File: config.mk
export PLATFORM = sky130hd
export DESIGN_NAME = alu_issue_stage
export DESIGN_NICKNAME = d
export VERILOG_FILES = /design/src/rtl/alu_issue_stage.sv
export SDC_FILE = /design/constraint.sdc
export NUM_CORES = 1
export LEC_CHECK = 0
export ABC_AREA = 1
export BUFFER_PORTS_ARGS = -buffer_cell sky130_fd_sc_hd__buf_4
export CORE_UTILIZATION = 45
export DETAILED_ROUTE_END_ITERATION = 12
export PLACE_DENSITY = 0.89
export SYNTH_ARGS = -nofsm -noshare
export SYNTH_HDL_FRONTEND = slang
export SYNTH_SLANG_ARGS = --single-unit
File: constraint.sdc
create_clock -name clk -period 3.5 [get_ports clk]
set_input_delay 0.175 -clock clk [delete_from_list [all_inputs] [get_ports clk]]
set_output_delay 0.175 -clock clk [all_outputs]
set_load 0.05 [all_outputs]
File: src/rtl/alu_issue_stage.sv
// -----------------------------------------------------------------------------
// alu_issue_stage
//
// Purpose:
//   Sequential issue/writeback wrapper around a combinational ALU. One request
//   (opcode + two operands) is accepted over a valid/ready handshake. It is
//   latched and held on the ALU inputs. One cycle later the ALU result is
//   captured into an output register. The result is then presented downstream
//   over a second valid/ready handshake, together with zero and
//   divide-by-zero flags.
//
//   There is no overlap between requests: one operation is in flight at a time,
//   so the best case is one operation every three cycles.
//
// Ports:
//   clk, rst            - clock; synchronous active-high reset
//   in_valid/in_ready   - upstream handshake
//   in_oc, in_a, in_b   - opcode and operands
//                         (000 add, 001 sub, 010 mul, 011 div,
//                          100 not a, 101 xor, 110 or, 111 and)
//   alu_oc/alu_a/alu_b  - latched opcode/operands driven to the ALU
//   alu_f               - combinational ALU result
//   out_valid/out_ready - downstream handshake
//   out_f               - registered result
//   out_zero            - out_f == 0
//   out_dz              - divide-by-zero occurred (out_f forced to all ones)
//
// Optional build macro:
//   ALU_ISSUE_STATS_EN  - adds the saturating 16-bit counters op_count
//                         (completed operations) and dz_count
//                         (divide-by-zero results).
// -----------------------------------------------------------------------------
module alu_issue_stage #(
  parameter int DATA_WIDTH = 16
) (
  input  logic                  clk,
  input  logic                  rst,
  input  logic                  in_valid,
  output logic                  in_ready,
  input  logic [2:0]            in_oc,
  input  logic [DATA_WIDTH-1:0] in_a,
  input  logic [DATA_WIDTH-1:0] in_b,
  output logic [2:0]            alu_oc,
  output logic [DATA_WIDTH-1:0] alu_a,
  output logic [DATA_WIDTH-1:0] alu_b,
  input  logic [DATA_WIDTH-1:0] alu_f,
  output logic                  out_valid,
  input  logic                  out_ready,
  output logic [DATA_WIDTH-1:0] out_f,
  output logic                  out_zero,
  output logic                  out_dz
`ifdef ALU_ISSUE_STATS_EN
  ,
  output logic [15:0]           op_count,
  output logic [15:0]           dz_count
`endif
);

  localparam logic [2:0] OC_DIV = 3'b011;

  typedef enum logic [1:0] {
    IDLE = 2'd0,
    EXEC = 2'd1,
    DONE = 2'd2
  } state_t;

  state_t state_q, state_d;

  logic                  accept;
  logic                  capture;
  logic                  release_res;

  logic [2:0]            oc_q;
  logic [DATA_WIDTH-1:0] a_q;
  logic [DATA_WIDTH-1:0] b_q;
  logic [DATA_WIDTH-1:0] f_q;
  logic                  zero_q;
  logic                  dz_q;
  logic                  valid_q;

  logic                  dz_hit;
  logic [DATA_WIDTH-1:0] f_d;
  logic                  zero_d;

  // Saturating 16-bit increment used by the optional statistics counters.
  function automatic logic [15:0] sat_inc16(input logic [15:0] v);
    return (v == 16'hFFFF) ? v : v + 16'd1;
  endfunction

  // ---------------------------------------------------------------------------
  // Control: state register plus next-state/handshake decode
  // ---------------------------------------------------------------------------
  always_ff @(posedge clk) begin
    if (rst) state_q <= IDLE;
    else     state_q <= state_d;
  end

  always_comb begin
    state_d     = state_q;
    accept      = 1'b0;
    capture     = 1'b0;
    release_res = 1'b0;
    case (state_q)
      IDLE: begin
        if (in_valid) begin
          accept  = 1'b1;
          state_d = EXEC;
        end
      end
      EXEC: begin
        capture = 1'b1;
        state_d = DONE;
      end
      DONE: begin
        if (out_ready) begin
          release_res = 1'b1;
          state_d     = IDLE;
        end
      end
      default: state_d = IDLE;
    endcase
  end

  // in_ready is gated by rst so that no request is taken while in reset.
  assign in_ready = (state_q == IDLE) && !rst;

  // ---------------------------------------------------------------------------
  // Issue stage: latch the request and hold it on the ALU inputs
  // ---------------------------------------------------------------------------
  always_ff @(posedge clk) begin
    if (rst) begin
      oc_q <= 3'b000;
      a_q  <= '0;
      b_q  <= '0;
    end else if (accept) begin
      oc_q <= in_oc;
      a_q  <= in_a;
      b_q  <= in_b;
    end
  end

  assign alu_oc = oc_q;
  assign alu_a  = a_q;
  assign alu_b  = b_q;

  // ---------------------------------------------------------------------------
  // Writeback stage: capture the ALU result and the status flags
  // ---------------------------------------------------------------------------
  // The select is fully known during a divide-by-zero, so an X on alu_f is
  // discarded by the mux and cannot reach out_f.
  assign dz_hit = (oc_q == OC_DIV) && (b_q == '0);
  assign f_d    = dz_hit ? {DATA_WIDTH{1'b1}} : alu_f;
  assign zero_d = (f_d == '0);

  always_ff @(posedge clk) begin
    if (rst) begin
      f_q     <= '0;
      zero_q  <= 1'b0;
      dz_q    <= 1'b0;
      valid_q <= 1'b0;
    end else begin
      if (capture) begin
        f_q     <= f_d;
        zero_q  <= zero_d;
        dz_q    <= dz_hit;
        valid_q <= 1'b1;
      end else if (release_res) begin
        valid_q <= 1'b0;
      end
    end
  end

  assign out_f     = f_q;
  assign out_zero  = zero_q;
  assign out_dz    = dz_q;
  assign out_valid = valid_q;

`ifdef ALU_ISSUE_STATS_EN
  // ---------------------------------------------------------------------------
  // Statistics: counted on the same edge as the result capture
  // ---------------------------------------------------------------------------
  logic [15:0] op_cnt_q;
  logic [15:0] dz_cnt_q;

  always_ff @(posedge clk) begin
    if (rst) begin
      op_cnt_q <= 16'd0;
      dz_cnt_q <= 16'd0;
    end else if (capture) begin
      op_cnt_q <= sat_inc16(op_cnt_q);
      if (dz_hit) dz_cnt_q <= sat_inc16(dz_cnt_q);
    end
  end

  assign op_count = op_cnt_q;
  assign dz_count = dz_cnt_q;
`endif

endmodule

==> out/qor.csv, run 1 <==
stage,metric,value,unit
run_status,status,"finished, final reports clean",
placement,placed insts,453,
worst_setup_path,crit path kind,register to register,
drt,initial detailed-routing violation count,93,
worst_setup_path,Critical Path Fanout Max,30,
worst_setup_path,CP Capture Type,register,
cells_and_area,n_diodes,0,
worst_setup_path,reg-to-reg setup timing slack,2.03,ns
sta,final hold vios,0,
sta,worst-margin pin slew,0.899,ns
sta,post-layout minimum cycle time,1.47,ns
floorplan,die span in y,72.4,um
sta,period utilization,42.0,%
placement,port bufs,109,
worst_setup_path,Crit. Startpoint,state_q[1]$_SDFFE_PP0P_,
synth,Area contributors post-synth,"dfxtp_1, nor2_1, o21ai_0",
cells_and_area,fin cells,461,
synth,Synth Instances,289,
synth,synth warn,0,
synth,sequential cell area fraction in the yosys report,50.3,%
worst_setup_path,worst r2r dst,alu_a[2]$_SDFFE_PP0P_,
synth,syn nets,344,
cts,CTS tree,done,
synth,Yosys cell types,21,
cells_and_area,layout net count,448,
power_and_ir_drop,Max VDD drop,0.286,mV
cells_and_area,share of cells above drive strength 1,38.1,%
cts,post_cts resized,0,
min_path,worst hold path class,primary input to register,
synth,Yosys top cell area share,50.3,%
worst_setup_path,Startpoint Class,register,
global_route,number of global-route vias before repair,1901,
sta,fin. max-slew vios,0,
synth,top cell type by total area after synthesis,dfxtp_1,
sta,setup_tns,0,ns
synth,mapped cell area,0.00223,mm^2
floorplan,starting density of the core,46.8,%
cts,CTS Hold Bufs,0,
sta,clk_skew,0.00773,ns
cts,H-tree depth,2,
worst_setup_path,Reg2Reg Depth,5,
synth,synthesized area per cell,7.71,um^2
worst_setup_path,Crit Reg-Reg Startpoint,state_q[1]$_SDFFE_PP0P_,
global_route,largest net degree at the start of global routing,42,
floorplan,die area,0.00523,mm^2
synth,ys flop type,dfxtp_1,
power_and_ir_drop,P per Cell Area,484,mW/mm^2
worst_setup_path,Worst Path Required,3.74,ns
run,max_cap viols,0,
synth,"EDFF count, synth",0,
synth,Yosys reg bits,56,
drt,drt total wl,5.27,mm
drt,Routed Antenna Nets,0,
drt,routed vias/inst,4.65,
floorplan,core area,0.00475,mm^2
placement,Detail Placement HPWL,3.95,mm
synth,cell with the most instances after synthesis,nor2_1,
synth,Post-synth top cells,"nor2_1, dfxtp_1, o21ai_0",
global_route,initial antenna violation count,0,
worst_setup_path,CP Data Arrival Time,1.71,ns
drt,# DRC,0,
floorplan,num rows,25,
sta,max_slew headroom,40.0,%
cts,clock network latency to the later pin of the worst-skew pair,0.29,ns
drt,via count,2145,
cts,clock buffer depth,2,
sta,final setup fails,0,
cts,clock root buffer master,clkbuf_8,
placement,final RePlAce weighted congestion,0.827,
drt,wire length per cell,11.4,um
cts,"CTS clk-pin slew, worst paths",0.09,ns
cts,postcts setup bufs,0,
floorplan,chip width,72.4,um
drt,Pre-Repair DR Iteration Count,5,
cts,CTS Buf Count,5,
worst_setup_path,CP Capture Point,alu_a[2]$_SDFFE_PP0P_,
cells_and_area,Area Overhead vs Synth,42.1,%
sta,RSZ-0062 raised after global routing,false,
floorplan,num ports,110,
global_route,first-pass GRT wire length,8.29,mm
power_and_ir_drop,leakage power,1.59,nW
global_route,total grt overflow,0,
synth,Async SR Flop Fraction,0,%
sta,maximum clock rate,680,MHz
global_route,gr usage total,20.2,%
cts,Clock Sink Count,56,
==> placed cells by master, fill, tap and decap left out, drive strengths merged <==
cell      netlist  final
a21oi           8      8
a31oi           1      1
buf             8    112
clkbuf          7      7
clkinvlp        0      1
dfxtp          56     56
inv            41     41
nand2          27     27
nand3           5      5
nand3b          1      1
nand4           2      2
nor2           80     80
nor3            1      1
o211ai         13     13
o21ai          39     39
==> critical path: stages, from the launching register on <==
cell and delay (ns):
dfxtp_1 0.36, nor2_1 0.09, nand2_1 0.07, inv_1 0.65
nor2_1 0.10, nor2_1 0.14
==> cells by family (layout without fill, tap and decap cells) <==
logic type             Yosys count  in the layout  synth area share (%)
and+or+nand+nor                116            116                  21.9
AOI/OAI and AO/OA               61             61                  17.2
buffers and inverters           56            161                  10.6
DFF                             56             56                  50.3
==> routing by layer <==
metal  global-route usage [%]  share of wire [%]  vias up
met5                        0                  0        -
met4                     4.79               0.63        0
met3                     6.53                6.0        2
met2                     37.0                 51       70
met1                     22.6                 42      965
li1                         -                  -     1108
==> where the power goes <==
group	internal (W)	switching (W)	total [W]
clock network	0.000161	0.000191	0.000353
logic	0.000152	0.000304	0.000455
registers	0.000690	0.0000339	0.000724
==> worst min path at each step <==
stage                                   to  from  cells after the start
global placement    out_valid$_SDFFE_PP0P_   rst                      2
finish               out_zero$_SDFFE_PP0P_   rst                      2
detailed placement   out_zero$_SDFFE_PP0P_   rst                      2
CTS                  out_zero$_SDFFE_PP0P_   rst                      2
floorplan           out_valid$_SDFFE_PP0P_   rst                      1
global route         out_zero$_SDFFE_PP0P_   rst                      2
==> registers in the layout, indices dropped and copies added (netlist names) <==
register   cells
alu_a         16
alu_b         16
out_f         16
alu_oc         3
state_q        2
out_dz         1
out_valid      1
out_zero       1
==> cell type report <==
cell class / instances / area, um^2
clock inverters: 1 / 7.51
well taps: 67 / 83.8
clock buffers: 7 / 86.3
flip-flops and latches: 56 / 1120
multi-input cells: 177 / 871
fillers: 435 / 1590
inverters: 41 / 154
repair buffers: 112 / 841
==> per-stage QoR <==
stage	hold slack [ns]	power [W]	worst slack (ns)	cell area, um^2	util (%)
2_1_floorplan	0.244	0.00104	1.91	2230	-
3_3_place_gp	0.393	0.00119	2.09	3070	64.6
3_5_place_dp	0.398	0.00120	2.02	3070	64.6
4_1_cts	0.0738	0.00154	2.00	3160	66.6
5_1_grt	0.0645	0.00161	1.80	3160	66.6
6_report	0.0848	0.00153	2.03	3160	66.6
Power figures use the tool's default switching activity.
==> inputs of run 2 (changes only) <==
==> constraint.sdc (replaced) <==
create_clock -name clk -period 1.5 [get_ports clk]
set_input_delay 0.075 -clock clk [delete_from_list [all_inputs] [get_ports clk]]
set_output_delay 0.075 -clock clk [all_outputs]
set_load 0.05 [all_outputs]
==> out/qor.csv, run 2 (synthesis results as in run 1) <==
stage,metric,value,unit
drt,drt total wl,5.29,mm
worst_setup_path,worst r2r dst,out_f[15]$_SDFFE_PP0P_,
cells_and_area,"commonest cells after routing, fill and taps aside","buf_4, nor2_1, dfxtp_1, o21ai_0, inv_1",
floorplan,die span in y,72.4,um
worst_setup_path,Crit. Startpoint,rst,
cts,CTS tree,done,
sta,Min Hold Slack,0.0180,ns
cts,postcts setup bufs,0,
cts,"CTS clk-pin slew, worst paths",0.09,ns
worst_setup_path,CP Capture Point,alu_oc[2]$_SDFFE_PP0P_,
drt,initial detailed-routing violation count,111,
worst_setup_path,reg-to-reg setup timing slack,0.22,ns
worst_setup_path,CP Data Arrival Time,1.56,ns
cts,H-tree depth,2,
cells_and_area,fill cell count,423,
worst_setup_path,Critical Path Fanout Max,15,
global_route,initial antenna violation count,0,
drt,wire length per cell,11.4,um
floorplan,num ports,110,
cells_and_area,n_diodes,0,
power_and_ir_drop,leakage power,1.62,nW
cts,clock root buffer master,clkbuf_8,
power_and_ir_drop,Max VDD drop,0.583,mV
worst_setup_path,Startpoint Class,primary input,
cts,Clock Sink Count,56,
worst_setup_path,Crit Reg-Reg Startpoint,alu_b[12]$_SDFFE_PP0P_,
sta,final hold vios,0,
floorplan,core area,0.00475,mm^2
placement,final RePlAce weighted congestion,0.842,
sta,setup ws final,0.174,ns
cts,clock network latency to the later pin of the worst-skew pair,0.30,ns
global_route,number of global-route vias before repair,2017,
sta,RSZ-0062 raised after global routing,false,
run,max_cap viols,0,
placement,Detail Placement HPWL,4.14,mm
power_and_ir_drop,P per Cell Area,1120,mW/mm^2
cts,CTS Buf Count,5,
cells_and_area,Area Overhead vs Synth,44.0,%
placement,port bufs,109,
drt,# DRC,0,
sta,fin. max-slew vios,0,
worst_setup_path,CP Capture Type,register,
cells_and_area,"Core Util, Final",67.5,%
floorplan,die area,0.00523,mm^2
floorplan,chip width,72.4,um
sta,period utilization,88.4,%
drt,met2 WL post-DR,2.65,mm
sta,worst-margin pin slew,0.400,ns
drt,Routed Antenna Nets,0,
worst_setup_path,crit path kind,primary input to register,
sta,final setup fails,0,
sta,setup_tns,0,ns
worst_setup_path,Worst Path Required,1.74,ns
cts,clock buffer depth,2,
drt,Pre-Repair DR Iteration Count,4,
worst_setup_path,Reg2Reg Depth,9,
drt,DR WL met3,339,um
cells_and_area,"commonest non-fill, non-tap cell in the layout",buf_4,
sta,clk_skew,0.00713,ns
global_route,total grt overflow,0,
placement,dpl ws,0.233,ns
min_path,worst hold path class,primary input to register,
run_status,status,"finished, final reports clean",
drt,wl on met1,2.18,mm
drt,routed vias/inst,4.71,
sta,post-layout minimum cycle time,1.33,ns
cells_and_area,share of cells above drive strength 1,38.7,%
floorplan,num rows,25,
drt,highest routed layer,met4,
sta,maximum clock rate,754,MHz
drt,via count,2188,
sta,max_slew headroom,73.3,%
global_route,gr usage total,20.5,%
global_route,largest net degree at the start of global routing,33,
cells_and_area,layout net count,452,
floorplan,starting density of the core,46.8,%
global_route,first-pass GRT wire length,8.37,mm
run 2: cell types whose count changed in the layout (fill, tap and decap cells not counted), sizes merged:
cell | previous run | this run
buf | 112 | 115
clkbuf | 7 | 6
clkinv | 0 | 2
clkinvlp | 1 | 0
dlygate4sd3 | 0 | 1
run 2: worst max-delay path, stage by stage:
cell and delay, ns:
dlygate4sd3_1 0.55, buf_4 0.16, inv_1 0.31, buf_4 0.26, o21ai_0 0.09, a21oi_1 0.11
run 2: worst min-delay path by stage:
| stage | from | cells past startpoint | end | slack (ns) |
|---|---|---|---|---|
| after global placement | rst | 2 | state_q[1]$_SDFFE_PP0P_ | 0.30 |
| after global routing | in_b[5] | 3 | alu_b[5]$_SDFFE_PP0P_ | 0.02 |
| after detailed placement | rst | 2 | out_valid$_SDFFE_PP0P_ | 0.30 |
| final | in_a[14] | 3 | alu_a[14]$_SDFFE_PP0P_ | 0.02 |
| after CTS | in_b[9] | 3 | alu_b[9]$_SDFFE_PP0P_ | 0.01 |
| after floorplan | rst | 1 | out_valid$_SDFFE_PP0P_ | 0.14 |
run 2: cell type report:
cell class                      count  area (um^2)  share of cell area [%]
Multi-Input combinational cell    177          871                    27.1
Tap cell                           67         83.8                    2.61
Timing Repair Buffer              116          886                    27.6
Sequential cell                    56         1120                    34.9
Inverter                           41          154                    4.80
Clock buffer                        6         82.6                    2.57
Clock inverter                      2         10.0                   0.312
run 2: timing repair:
action | CTS | global route
hold buffers | 1 | 0
endpoints found under the hold margin | 4 | 0
resized for setup | 0 | 0
run 2: stage by stage:
step	power (W)	instances	cell area, um^2
after floorplan	0.00243	289	2230
after global placement	0.00278	456	3110
after detailed placement	0.00281	456	3110
after CTS	0.00364	465	3210
after global routing	0.00377	465	3210
final	0.00359	465	3210
run 2: layer usage:
metal,up-vias,GRT usage [%]
met5,-,0
met4,0,9.80
met3,11,5.42
met2,75,37.1
met1,985,22.2
li1,1117,-
run 2: where the power goes:
| group | switching (W) | internal, W | total [W] | leakage (nW) |
|---|---|---|---|---|
| Sequential | 0.0000784 | 0.00161 | 0.00169 | 0.463 |
| Clock | 0.000453 | 0.000369 | 0.000823 | 0.0510 |
| Combinational | 0.000712 | 0.000365 | 0.00108 | 1.11 |
| Total | 0.00124 | 0.00235 | 0.00359 | 1.62 |
